==> src/rtl/multicycle_sequencer.sv <==
// Multi-cycle FETCH/DECODE/EXECUTE/MEM/WB sequencer for an RV32I subset core.
// Shares one memory port between fetch and data access and emits one-cycle enable strobes.
module multicycle_sequencer #(
  parameter int unsigned WAIT_MAX = 15
) (
  input  logic        clk,
  input  logic        rst_n,
  input  logic        en,
  input  logic [6:0]  opcode,
  input  logic        mem_ready,
  output logic        mem_req,
  output logic        mem_we,
  output logic        mem_sel_data,
  output logic        ir_write,
  output logic        pc_write,
  output logic        reg_write_en,
  output logic [2:0]  state,
  output logic        fault,
  output logic [1:0]  fault_code,
  output logic [31:0] instr_count
);

  typedef enum logic [2:0] {
    S_FETCH   = 3'd0,
    S_DECODE  = 3'd1,
    S_EXECUTE = 3'd2,
    S_MEM     = 3'd3,
    S_WB      = 3'd4,
    S_FAULT   = 3'd5
  } state_t;

  localparam logic [6:0] OP_R      = 7'b0110011;
  localparam logic [6:0] OP_I      = 7'b0010011;
  localparam logic [6:0] OP_LOAD   = 7'b0000011;
  localparam logic [6:0] OP_STORE  = 7'b0100011;
  localparam logic [6:0] OP_BRANCH = 7'b1100011;

  localparam logic [7:0] WAIT_LIMIT  = WAIT_MAX[7:0];
  localparam logic [1:0] CODE_ILLEGAL = 2'b01;
  localparam logic [1:0] CODE_TIMEOUT = 2'b10;

  state_t      r_state;
  logic [6:0]  r_op_q;
  logic [7:0]  r_wait_cnt;
  logic [31:0] r_instr_count;
  logic [1:0]  r_fault_code;
  logic        w_wait_expired;

  function automatic logic is_legal_op(input logic [6:0] op);
    logic legal;
    case (op)
      OP_R, OP_I, OP_LOAD, OP_STORE, OP_BRANCH: legal = 1'b1;
      default:                                  legal = 1'b0;
    endcase
    return legal;
  endfunction

  // Only meaningful in FETCH (with en) or MEM, where a request is outstanding.
  assign w_wait_expired = (r_wait_cnt == WAIT_LIMIT);

  // State machine, wait counter, retire counter and fault code.
  always_ff @(posedge clk or negedge rst_n) begin
    if (!rst_n) begin
      r_state       <= S_FETCH;
      r_op_q        <= 7'd0;
      r_wait_cnt    <= 8'd0;
      r_instr_count <= 32'd0;
      r_fault_code  <= 2'b00;
    end else begin
      case (r_state)
        S_FETCH: begin
          if (!en) begin
            r_wait_cnt <= 8'd0;
          end else if (mem_ready) begin
            r_wait_cnt <= 8'd0;
            r_state    <= S_DECODE;
          end else if (w_wait_expired) begin
            r_fault_code <= CODE_TIMEOUT;
            r_state      <= S_FAULT;
          end else begin
            r_wait_cnt <= r_wait_cnt + 8'd1;
          end
        end
        S_DECODE: begin
          r_op_q <= opcode;
          if (is_legal_op(opcode)) begin
            r_state <= S_EXECUTE;
          end else begin
            r_fault_code <= CODE_ILLEGAL;
            r_state      <= S_FAULT;
          end
        end
        S_EXECUTE: begin
          case (r_op_q)
            OP_R, OP_I: r_state <= S_WB;
            OP_LOAD, OP_STORE: begin
              r_wait_cnt <= 8'd0;
              r_state    <= S_MEM;
            end
            OP_BRANCH: begin
              r_instr_count <= r_instr_count + 32'd1;
              r_wait_cnt    <= 8'd0;
              r_state       <= S_FETCH;
            end
            default: begin
              r_fault_code <= CODE_ILLEGAL;
              r_state      <= S_FAULT;
            end
          endcase
        end
        S_MEM: begin
          if (mem_ready) begin
            r_wait_cnt <= 8'd0;
            if (r_op_q == OP_STORE) begin
              r_instr_count <= r_instr_count + 32'd1;
              r_state       <= S_FETCH;
            end else begin
              r_state <= S_WB;
            end
          end else if (w_wait_expired) begin
            r_fault_code <= CODE_TIMEOUT;
            r_state      <= S_FAULT;
          end else begin
            r_wait_cnt <= r_wait_cnt + 8'd1;
          end
        end
        S_WB: begin
          r_instr_count <= r_instr_count + 32'd1;
          r_wait_cnt    <= 8'd0;
          r_state       <= S_FETCH;
        end
        S_FAULT: r_state <= S_FAULT;
        default: begin
          // Unused encodings are treated as corruption of the instruction flow.
          r_fault_code <= CODE_ILLEGAL;
          r_state      <= S_FAULT;
        end
      endcase
    end
  end

  // Memory controls and strobes; Mealy terms use mem_ready, all forced low in reset.
  always_comb begin
    mem_req      = 1'b0;
    mem_we       = 1'b0;
    mem_sel_data = 1'b0;
    ir_write     = 1'b0;
    pc_write     = 1'b0;
    reg_write_en = 1'b0;
    if (rst_n) begin
      case (r_state)
        S_FETCH: begin
          mem_req  = en;
          ir_write = en & mem_ready;
        end
        S_EXECUTE: pc_write = (r_op_q == OP_BRANCH);
        S_MEM: begin
          mem_req      = 1'b1;
          mem_sel_data = 1'b1;
          mem_we       = (r_op_q == OP_STORE);
          pc_write     = (r_op_q == OP_STORE) & mem_ready;
        end
        S_WB: begin
          reg_write_en = 1'b1;
          pc_write     = 1'b1;
        end
        default: mem_req = 1'b0;
      endcase
    end else begin
      mem_req = 1'b0;
    end
  end

  assign state       = r_state;
  assign fault       = (r_state == S_FAULT);
  assign fault_code  = r_fault_code;
  assign instr_count = r_instr_count;

endmodule

==> config.mk <==
export PLATFORM = sky130hd
export DESIGN_NAME = multicycle_sequencer
export DESIGN_NICKNAME = d
export VERILOG_FILES = /design/src/rtl/multicycle_sequencer.sv
export SDC_FILE = /design/constraint.sdc
export NUM_CORES = 1
export LEC_CHECK = 0
export CAP_MARGIN = 20
export CORE_ASPECT_RATIO = 0.75
export CORE_MARGIN = 4
export CORE_UTILIZATION = 46
export DETAILED_ROUTE_END_ITERATION = 12
export PLACE_DENSITY = 0.77
export SLEW_MARGIN = 20
export SYNTH_ARGS = -nofsm -noshare
export SYNTH_HDL_FRONTEND = slang
export SYNTH_SLANG_ARGS = --single-unit
==> constraint.sdc <==
create_clock -name clk -period 2 [get_ports clk]
set_input_delay 0.4 -clock clk [delete_from_list [all_inputs] [get_ports clk]]
set_output_delay 0.4 -clock clk [all_outputs]
set_load 0.005 [all_outputs]
==> out/metrics.sh, run 1 <==
GLOBALPLACE.CONGESTION=0.9100
CP_CELL_SEQUENCE='buf_6 -> nand2b_4 -> a2111o_1 -> and2_4 -> a211oi_4 -> buf_2'
SYNTH_ENABLE_FLOP_CELLS=0
FIRST_GLOBAL_VIAS=2317
CLOCK-ROOT-BUFFER='sky130_fd_sc_hd__clkbuf_8'
SYNTH_TOP_CELLS_BY_COUNT='sky130_fd_sc_hd__dfrtp_1 (52), sky130_fd_sc_hd__nand2_1 (23), sky130_fd_sc_hd__nor2_1 (21), sky130_fd_sc_hd__xnor2_1 (21), sky130_fd_sc_hd__nand3_1 (18)'
MIN_PATH_TYPE='in -> async'
SYN_AVG_CELL_AREA_UM2=10.00
MET1WIRELENGTH_UM=3128
ELEMENT_TYPE_AT_THE_CRITICAL_PATH_END='output port'
IRDROPWORSTVDD_mV=0.7091
ROWS=23
VIA_PER_INST=5.321
PIN_COUNT=55
MAXCAPVIOLATIONS=0
DETAIL_ROUTED_NET_LENGTH_PER_STANDARD_CELL_UM=14.86
FP.DIEH_UM=74.49
ANTENNA_CELLS=0
FINAL.HOLD.WORST_SLACK_PS=258.2
YOSYSWARNINGCOUNT=0
POSTROUTEWIRELENGTH_UM=6804
ROUTE.VIAS.TOTAL=2437
FIRSTDRTPASSITERS=4
CLKSINKCOUNT=52
SYNTHMOSTINSTANTIATEDCELL='sky130_fd_sc_hd__dfrtp_1'
CRITPATHMAXFANOUT=3
ANTENNA_FOUND_INITIAL=0
SYNTH_TOP_AREA_CELL='sky130_fd_sc_hd__dfrtp_1'
SLOWEST_STAGE='sky130_fd_sc_hd__dfrtp_1'
SETUP_VIOL=2
SYNTH-ASYNC-RESET-RATIO_PCT=100.0
MAXSLEWHEADROOM_PCT=61.60
CTSLONGESTPATHBUFFERS=2
DPL_CELL_AREA_UM2=3679
VIOLATIONS='setup timing'
FINALCRITPERIODSHARE_PCT=109.4
SYNTH_CELL_TYPE_COUNT=49
CRITICAL_PATH.STARTPOINT_TYPE='flip-flop'
SYNTH-SEQ-CELLS=52
STATUS='finished with violations'
DIE_WIDTH_UM=96.65
DESIGN.CORE.AREA_UM2=5525
CLOCK_TRANSITION_AT_THE_REGISTER_CLOCK_PINS_ON_THE_WORST_SETUP_AND_HOLD_PATHS_AFTER_CTS_PS=100
DETAIL-ROUTE-ANTENNA-NETS=0
AREA_GROWTH_SYN_TO_LAYOUT_PCT=44.85
POWER_DENSITY_nW_PER_UM2=896.5
SYN-INSTANCE-COUNT=271
NUMPORTBUFFERS=54
CLOCK_TREE_FROM_TRITONCTS='done'
GRT_USAGE_PCT=19.13
DIEAREA_UM2=7199
SETUP_SLACK_PS=-188.4
DP_HPWL_UM=4879
FINAL.SETUP.TNS_PS=-221.8
POST_SYNTH_MAIN_AREA_CONTRIBUTORS='sky130_fd_sc_hd__dfrtp_1 (48%), sky130_fd_sc_hd__xnor2_1 (6.8%), sky130_fd_sc_hd__xor2_1 (3.6%)'
POWER_LEAKAGE_nW=1.742
GRT_MAX_DEGREE=49
DRT_DRC_VIOLATIONS_LEFT=0
FIRST_PASS_GRT_WIRE_LENGTH_UM=11270
YOSYSSEQAREASHARE_PCT=47.99
SYN-NUM-NETS=284
WL_MET2_UM=3294
YOSYSTOPAREACELLSHARE_PCT=47.99
ARRIVAL_PS=1790
TOP_LAYER='met4'
SOURCE_TO_SINK_CLOCK_DELAY_AT_THE_LATER_PIN_OF_THE_WORST_SKEW_PAIR_PS=310
FILLCELLCOUNT=408
TIMING.FINAL.CRIT_PERIOD_PS=2188
DRIVE_ABOVE_1_SHARE_PCT=25.85
TIMING.CLOCK.SKEW_PS=8.044
RSZ0062_AT_GRT='true'
MAXCLOCKFREQUENCY_GHz=0.4570
CRITICAL_PATH_BUF_INV_COUNT=2
GLOBALROUTEOVERFLOWTOTAL=0
MAPPEDNETLISTAREA_UM2=2711
DRT_FIRST_ITER_VIOLATIONS=134
NETS=395
CRITPATHTOPFAMILY='compound AO/OA/AOI/OAI gates'
WORST_PATH_LARGEST_CELL_DELAY_PS=400
CRITICALPATHCATEGORY='reg -> out'
DRV_SLEW=0
INITIAL_UTILIZATION_PCT=49.07
NUMCTSBUFFERS=5
TIMING.REG2REG.SETUP_SLACK_PS=-30
YOSYS_MOST_USED_DFF='sky130_fd_sc_hd__dfrtp_1'
WORST_SLEW_PIN_SLEW_PS=561.5
CTS.HTREE.LEVELS=2
FINAL_CELL_AREA_EXCLUDING_FILLER_CELLS_UM2=3928
CRIT_REQUIRED_PS=1600
HOLD_VIOL=0
MET3_WIRELENGTH_UM=318
==> per-layer routing <==
layer	vias up	track usage, %
li1	1184	-
met1	1186	26.10
met2	61	31.88
met3	6	4.124
met4	0	4.517
met5	-	0
==> report_power, final <==
group          switching [mW]  internal (mW)  total (mW)
sequential              0.124           1.22        1.34
clock                   0.358          0.281       0.639
combinational           0.698          0.845        1.54
==> final timing paths <==
path,endpoint,cells after the start,start
worst min register to register,instr_count[31],1,instr_count[31]
worst min-delay path,instr_count[1],2,rst_n
min in group clk,instr_count[31],1,instr_count[31]
max in group asynchronous,r_op_q[1],2,rst_n
worst max-delay path,pc_write,6,state[0]
worst max register to register,instr_count[22],7,state[0]
==> layout by cell type (no fill, tap or decap), drive strengths merged, types with 4 or more instances in the layout <==
cell and n:
a21oi 7, and2 4, and3 9, buf 58
clkbuf 7, clkdlybuf4s50 44, dfrtp 52, inv 8
mux2 7, nand2 23, nand2b 7, nand3 18
nand4 10, nor2 21, nor3 9, o21ai 16
xnor2 22, xor2 11
==> state kept, by name (all words and copies together) (netlist names) <==
signal / count
instr_count: 32
r_op_q: 7
r_wait_cnt: 8
state: 3
fault_code: 2
==> cell families (layout without fill, tap and decap cells) <==
logic type	Yosys count	after routing	synth area share, %
xor+xnor	33	33	10.94
mux	7	7	2.907
compound gates	42	42	9.968
fa+ha+maj	2	2	0.9228
flops	52	52	47.99
buf+inv	13	125	2.353
simple gates	122	122	24.92
==> final cells by class <==
class / instances / area [µm²] / area share (%)
Clock buffer: 6 / 82.58 / 2.103
Clock inverter: 2 / 15.01 / 0.3823
Inverter: 8 / 30.03 / 0.7646
Multi-Input combinational cell: 206 / 1444 / 36.76
Sequential cell: 52 / 1301 / 33.13
Tap cell: 75 / 93.84 / 2.389
Timing Repair Buffer: 109 / 960.9 / 24.47
==> per-stage QoR <==
stage               cells  worst slack [ps]  util [%]  power (mW)
floorplan             271            -51.42         -       2.029
global placement      443            -867.8     66.58       2.656
detailed placement    443            -904.9     66.58       2.692
CTS                   455            -211.0     69.79       3.418
global route          458            -261.1     71.08       3.739
finish                458            -188.4     71.08       3.521
==> repair_timing <==
item / in CTS / in global routing
endpoints found under the hold margin: 4 / 0
resized for setup: 29 / 21
hold buffers: 1 / 0
buffers inserted: 4 / 3
endpoints found under the setup margin: 16 / 16
pin swaps: 7 / 7
(Power assumes the default switching activity.)
==> inputs of run 2 (changes only) <==
--- a/config.mk
+++ b/config.mk
@@ -11,7 +11,7 @@
 export CORE_UTILIZATION = 46
 export DETAILED_ROUTE_END_ITERATION = 12
 export PLACE_DENSITY = 0.77
-export SLEW_MARGIN = 20
+export SLEW_MARGIN = 40
 export SYNTH_ARGS = -nofsm -noshare
 export SYNTH_HDL_FRONTEND = slang
 export SYNTH_SLANG_ARGS = --single-unit
==> results of run 2 <==
Final layout, timing and power as in run 1 (identical DEF).
==> inputs of run 3 (changes only) <==
--- a/config.mk
+++ b/config.mk
@@ -8,9 +8,9 @@
 export CAP_MARGIN = 20
 export CORE_ASPECT_RATIO = 0.75
 export CORE_MARGIN = 4
-export CORE_UTILIZATION = 46
+export CORE_UTILIZATION = 50
 export DETAILED_ROUTE_END_ITERATION = 12
-export PLACE_DENSITY = 0.77
+export PLACE_DENSITY = 0.79
 export SLEW_MARGIN = 40
 export SYNTH_ARGS = -nofsm -noshare
 export SYNTH_HDL_FRONTEND = slang
==> constraint.sdc (replaced) <==
create_clock -name clk -period 2.7 [get_ports clk]
set_input_delay 0.54 -clock clk [delete_from_list [all_inputs] [get_ports clk]]
set_output_delay 0.54 -clock clk [all_outputs]
set_load 0.005 [all_outputs]
==> run 3 against run 2 <==
Net effect: the run now ends clean; sequential share of layout area increased by 3.9 points; core utilization decreased by 1.7 points; register-to-register slack improved by 510 ps; count of clock-buffer cells in the layout increased by 1; highest routed layer unchanged; final area decreased by 11%; global-route usage increased by 0.62 points; worst hold slack got worse by 180 ps; clock power decreased by 29%; die area decreased by 7.3%; cell count decreased by 9.6%; non-clock buffer count decreased by 41; routed wire length decreased by 9.7%; critical endpoint is now reg_write_en.
==> out/metrics.sh, run 3 (same netlist as run 1, synthesis figures left out) <==
STATUS='finished clean'  # was finished with violations
DRT_DRC_VIOLATIONS_LEFT=0  # unchanged
DP_HPWL_UM=4676  # was 4879 µm
IRDROPWORSTVDD_mV=0.4547  # was 0.7091 mV
CRITICAL_PATH.STARTPOINT_TYPE='flip-flop'  # unchanged
SETUP_VIOL=0  # was 2
FP.DIEH_UM=71.78  # was 74.49 µm
GRT_MAX_DEGREE=47  # was 49
WORSTSETUPENDPOINT='reg_write_en'  # was pc_write
DRV_SLEW=0  # unchanged
FINALCRITPERIODSHARE_PCT=96.57
NUMCTSBUFFERS=5  # unchanged
CLKSINKCOUNT=52  # unchanged
CRITICALPATHCATEGORY='reg -> out'  # unchanged
HOLD_VIOL=0  # unchanged
MAXCAPVIOLATIONS=0  # unchanged
POSTROUTEWIRELENGTH_UM=6145  # was 6804 µm
TIMING.REG2REG.SETUP_SLACK_PS=480  # was -30 ps
CLOCK-ROOT-BUFFER='sky130_fd_sc_hd__clkbuf_8'  # unchanged
FINAL_CELL_AREA_EXCLUDING_FILLER_CELLS_UM2=3513  # was 3928 µm²
CTS.HTREE.LEVELS=2  # unchanged
WORST_SETUP_PATH_STARTPOINT='state[0]'  # unchanged
POWER_DENSITY_nW_PER_UM2=656.1  # was 896.5 nW/µm²
FIRST_PASS_GRT_WIRE_LENGTH_UM=10470  # was 11270 µm
MIN_PATH_TYPE='in -> async'  # unchanged
DETAIL-ROUTE-ANTENNA-NETS=0  # unchanged
DESIGN.CORE.AREA_UM2=5065  # was 5525 µm²
DIEAREA_UM2=6677  # was 7199 µm²
REGISTER_AREA_UM2=1301  # unchanged
R2R_CELLS=4  # was 7
CTS.REPAIR_TIMING.SETUP_BUFFER_COUNT=0  # was 4
SETUP_SLACK_PS=92.56  # was -188.4 ps
DRT_FIRST_ITER_VIOLATIONS=140  # was 134
NUMPORTBUFFERS=54  # unchanged
DIE_WIDTH_UM=93.03  # was 96.65 µm
CRITPATHMAXFANOUT=16  # was 3
GRT_USAGE_PCT=19.76  # was 19.13%
GLOBALPLACE.CONGESTION=0.8669  # was 0.9100
MAXCLOCKFREQUENCY_GHz=0.3835
CTSLONGESTPATHBUFFERS=2  # unchanged
AREA_GROWTH_SYN_TO_LAYOUT_PCT=29.58  # was 44.85%
REG2REG_TO='fault_code[0]'  # was instr_count[22]
RSZ0062_AT_GRT='false'  # was true
VIA_PER_INST=5.570  # was 5.321
POST_PLACEMENT_WORST_SETUP_SLACK_PS=-287.2  # was -904.9 ps
ANTENNA_FOUND_INITIAL=0  # unchanged
CRIT_REQUIRED_PS=2160  # was 1600 ps
SOURCE_TO_SINK_CLOCK_DELAY_AT_THE_LATER_PIN_OF_THE_WORST_SKEW_PAIR_PS=300  # was 310 ps
WORST_SLEW_PIN_SLEW_PS=744.9  # was 561.5 ps
LEADING_CELL_TYPES_IN_THE_LAYOUT_FILL_AND_TAPS_EXCLUDED='sky130_fd_sc_hd__dfrtp_1 (52), sky130_fd_sc_hd__clkdlybuf4s50_1 (52), sky130_fd_sc_hd__nand2_1 (23), sky130_fd_sc_hd__nor2_1 (21), sky130_fd_sc_hd__xnor2_1 (21)'  # was sky130_fd_sc_hd__dfrtp_1 (52), sky130_fd_sc_hd__buf_4 (47), sky130_fd_sc_hd__clkdlybuf4s50_1 (44), sky130_fd_sc_hd__nand2_1 (22), sky130_fd_sc_hd__xnor2_1 (21)
ROWS=22  # was 23
FILLCELLCOUNT=417  # was 408
TIMING.CLOCK.SKEW_PS=4.034  # was 8.044 ps
MULTI_INPUT_AREA_UM2=1363  # was 1444 µm²
FIRSTDRTPASSITERS=5  # was 4
DRIVE_ABOVE_1_SHARE_PCT=11.70  # was 25.85%
INITIAL_UTILIZATION_PCT=53.53  # was 49.07%
DPL_CELL_AREA_UM2=3408  # was 3679 µm²
CLOCK_TREE_FROM_TRITONCTS='done'  # unchanged
DETAIL_ROUTED_NET_LENGTH_PER_STANDARD_CELL_UM=14.84  # was 14.86 µm
ELEMENT_TYPE_AT_THE_CRITICAL_PATH_END='output port'  # unchanged
NETS=354  # was 395
ROUTE.VIAS.TOTAL=2306  # was 2437
CLOCK_TRANSITION_AT_THE_REGISTER_CLOCK_PINS_ON_THE_WORST_SETUP_AND_HOLD_PATHS_AFTER_CTS_PS=90  # was 100 ps
TIMING.FINAL.CRIT_PERIOD_PS=2607
GLOBALROUTEOVERFLOWTOTAL=0  # unchanged
FIRST_GLOBAL_VIAS=2098  # was 2317
RR_STARTPOINT='r_wait_cnt[5]'  # was state[0]
FIN_TOTAL_PWR_mW=2.305  # was 3.521 mW
MAXSLEWHEADROOM_PCT=50.34  # was 61.60%
PIN_COUNT=55  # unchanged
LARGEST_REGISTER_FF_COUNT=32  # unchanged
POWER_LEAKAGE_nW=1.496  # was 1.742 nW
ARRIVAL_PS=2070  # was 1790 ps
ANTENNA_CELLS=0  # unchanged
[run 3: worst min path at each step]
stage	slack [ps]	to	depth (start not counted)	from
final	80	r_wait_cnt[4]	1	rst_n
after global routing	90	r_wait_cnt[4]	1	rst_n
after CTS	80	r_wait_cnt[4]	1	rst_n
after detailed placement	410	r_wait_cnt[4]	1	rst_n
after global placement	420	r_wait_cnt[4]	1	rst_n
after floorplan	240	fault_code[0]	0	rst_n
[run 3: routing by layer]
metal	vias up	share of wire, %	global-route usage, %
met3	9	6.8	3.358
li1	1104	-	-
met5	-	0	0
met1	1115	48	30.78
met2	78	43	27.85
met4	0	1.8	6.179
[run 3: power breakdown]
| group | total [mW] | switching (mW) | internal, mW | leakage (nW) |
|---|---|---|---|---|
| clock network | 0.452 | 0.243 | 0.208 | 0.0445 |
| logic | 0.829 | 0.407 | 0.422 | 0.764 |
| registers | 1.02 | 0.124 | 0.900 | 0.688 |
[run 3: through the flow]
step                util, %  hold WS (ps)  instances  setup TNS (ps)
floorplan                 -         244.4        271               0
finish                69.37         76.24        414               0
detailed placement    67.29         413.8        406          -287.2
CTS                   69.12         78.27        414               0
global placement      67.29         415.4        406          -271.7
global route          69.37         85.08        414               0
[run 3: cell type report]
type / instances / share of cell area, %
Multi-Input combinational cell: 206 / 38.78
Sequential cell: 52 / 37.04
Timing Repair Buffer: 68 / 18.09
Tap cell: 72 / 2.564
Clock buffer: 7 / 2.457
Inverter: 8 / 0.8547
Clock inverter: 1 / 0.2137
[run 3: worst max-delay path, stage by stage (launching register included)]
cell,delay [ps]
sky130_fd_sc_hd__dfrtp_1,400
sky130_fd_sc_hd__buf_4,190
sky130_fd_sc_hd__nor2_1,270
sky130_fd_sc_hd__nand2_1,110
sky130_fd_sc_hd__buf_4,170
sky130_fd_sc_hd__nor2_1,80
sky130_fd_sc_hd__clkdlybuf4s50_1,540
[run 3: repair_timing]
item | in CTS | in global routing
endpoints found under the setup margin | 1 | 2
gates resized for setup | 1 | 4
hold endpoints to repair | 0 | 0
hold buffers | 0 | 0
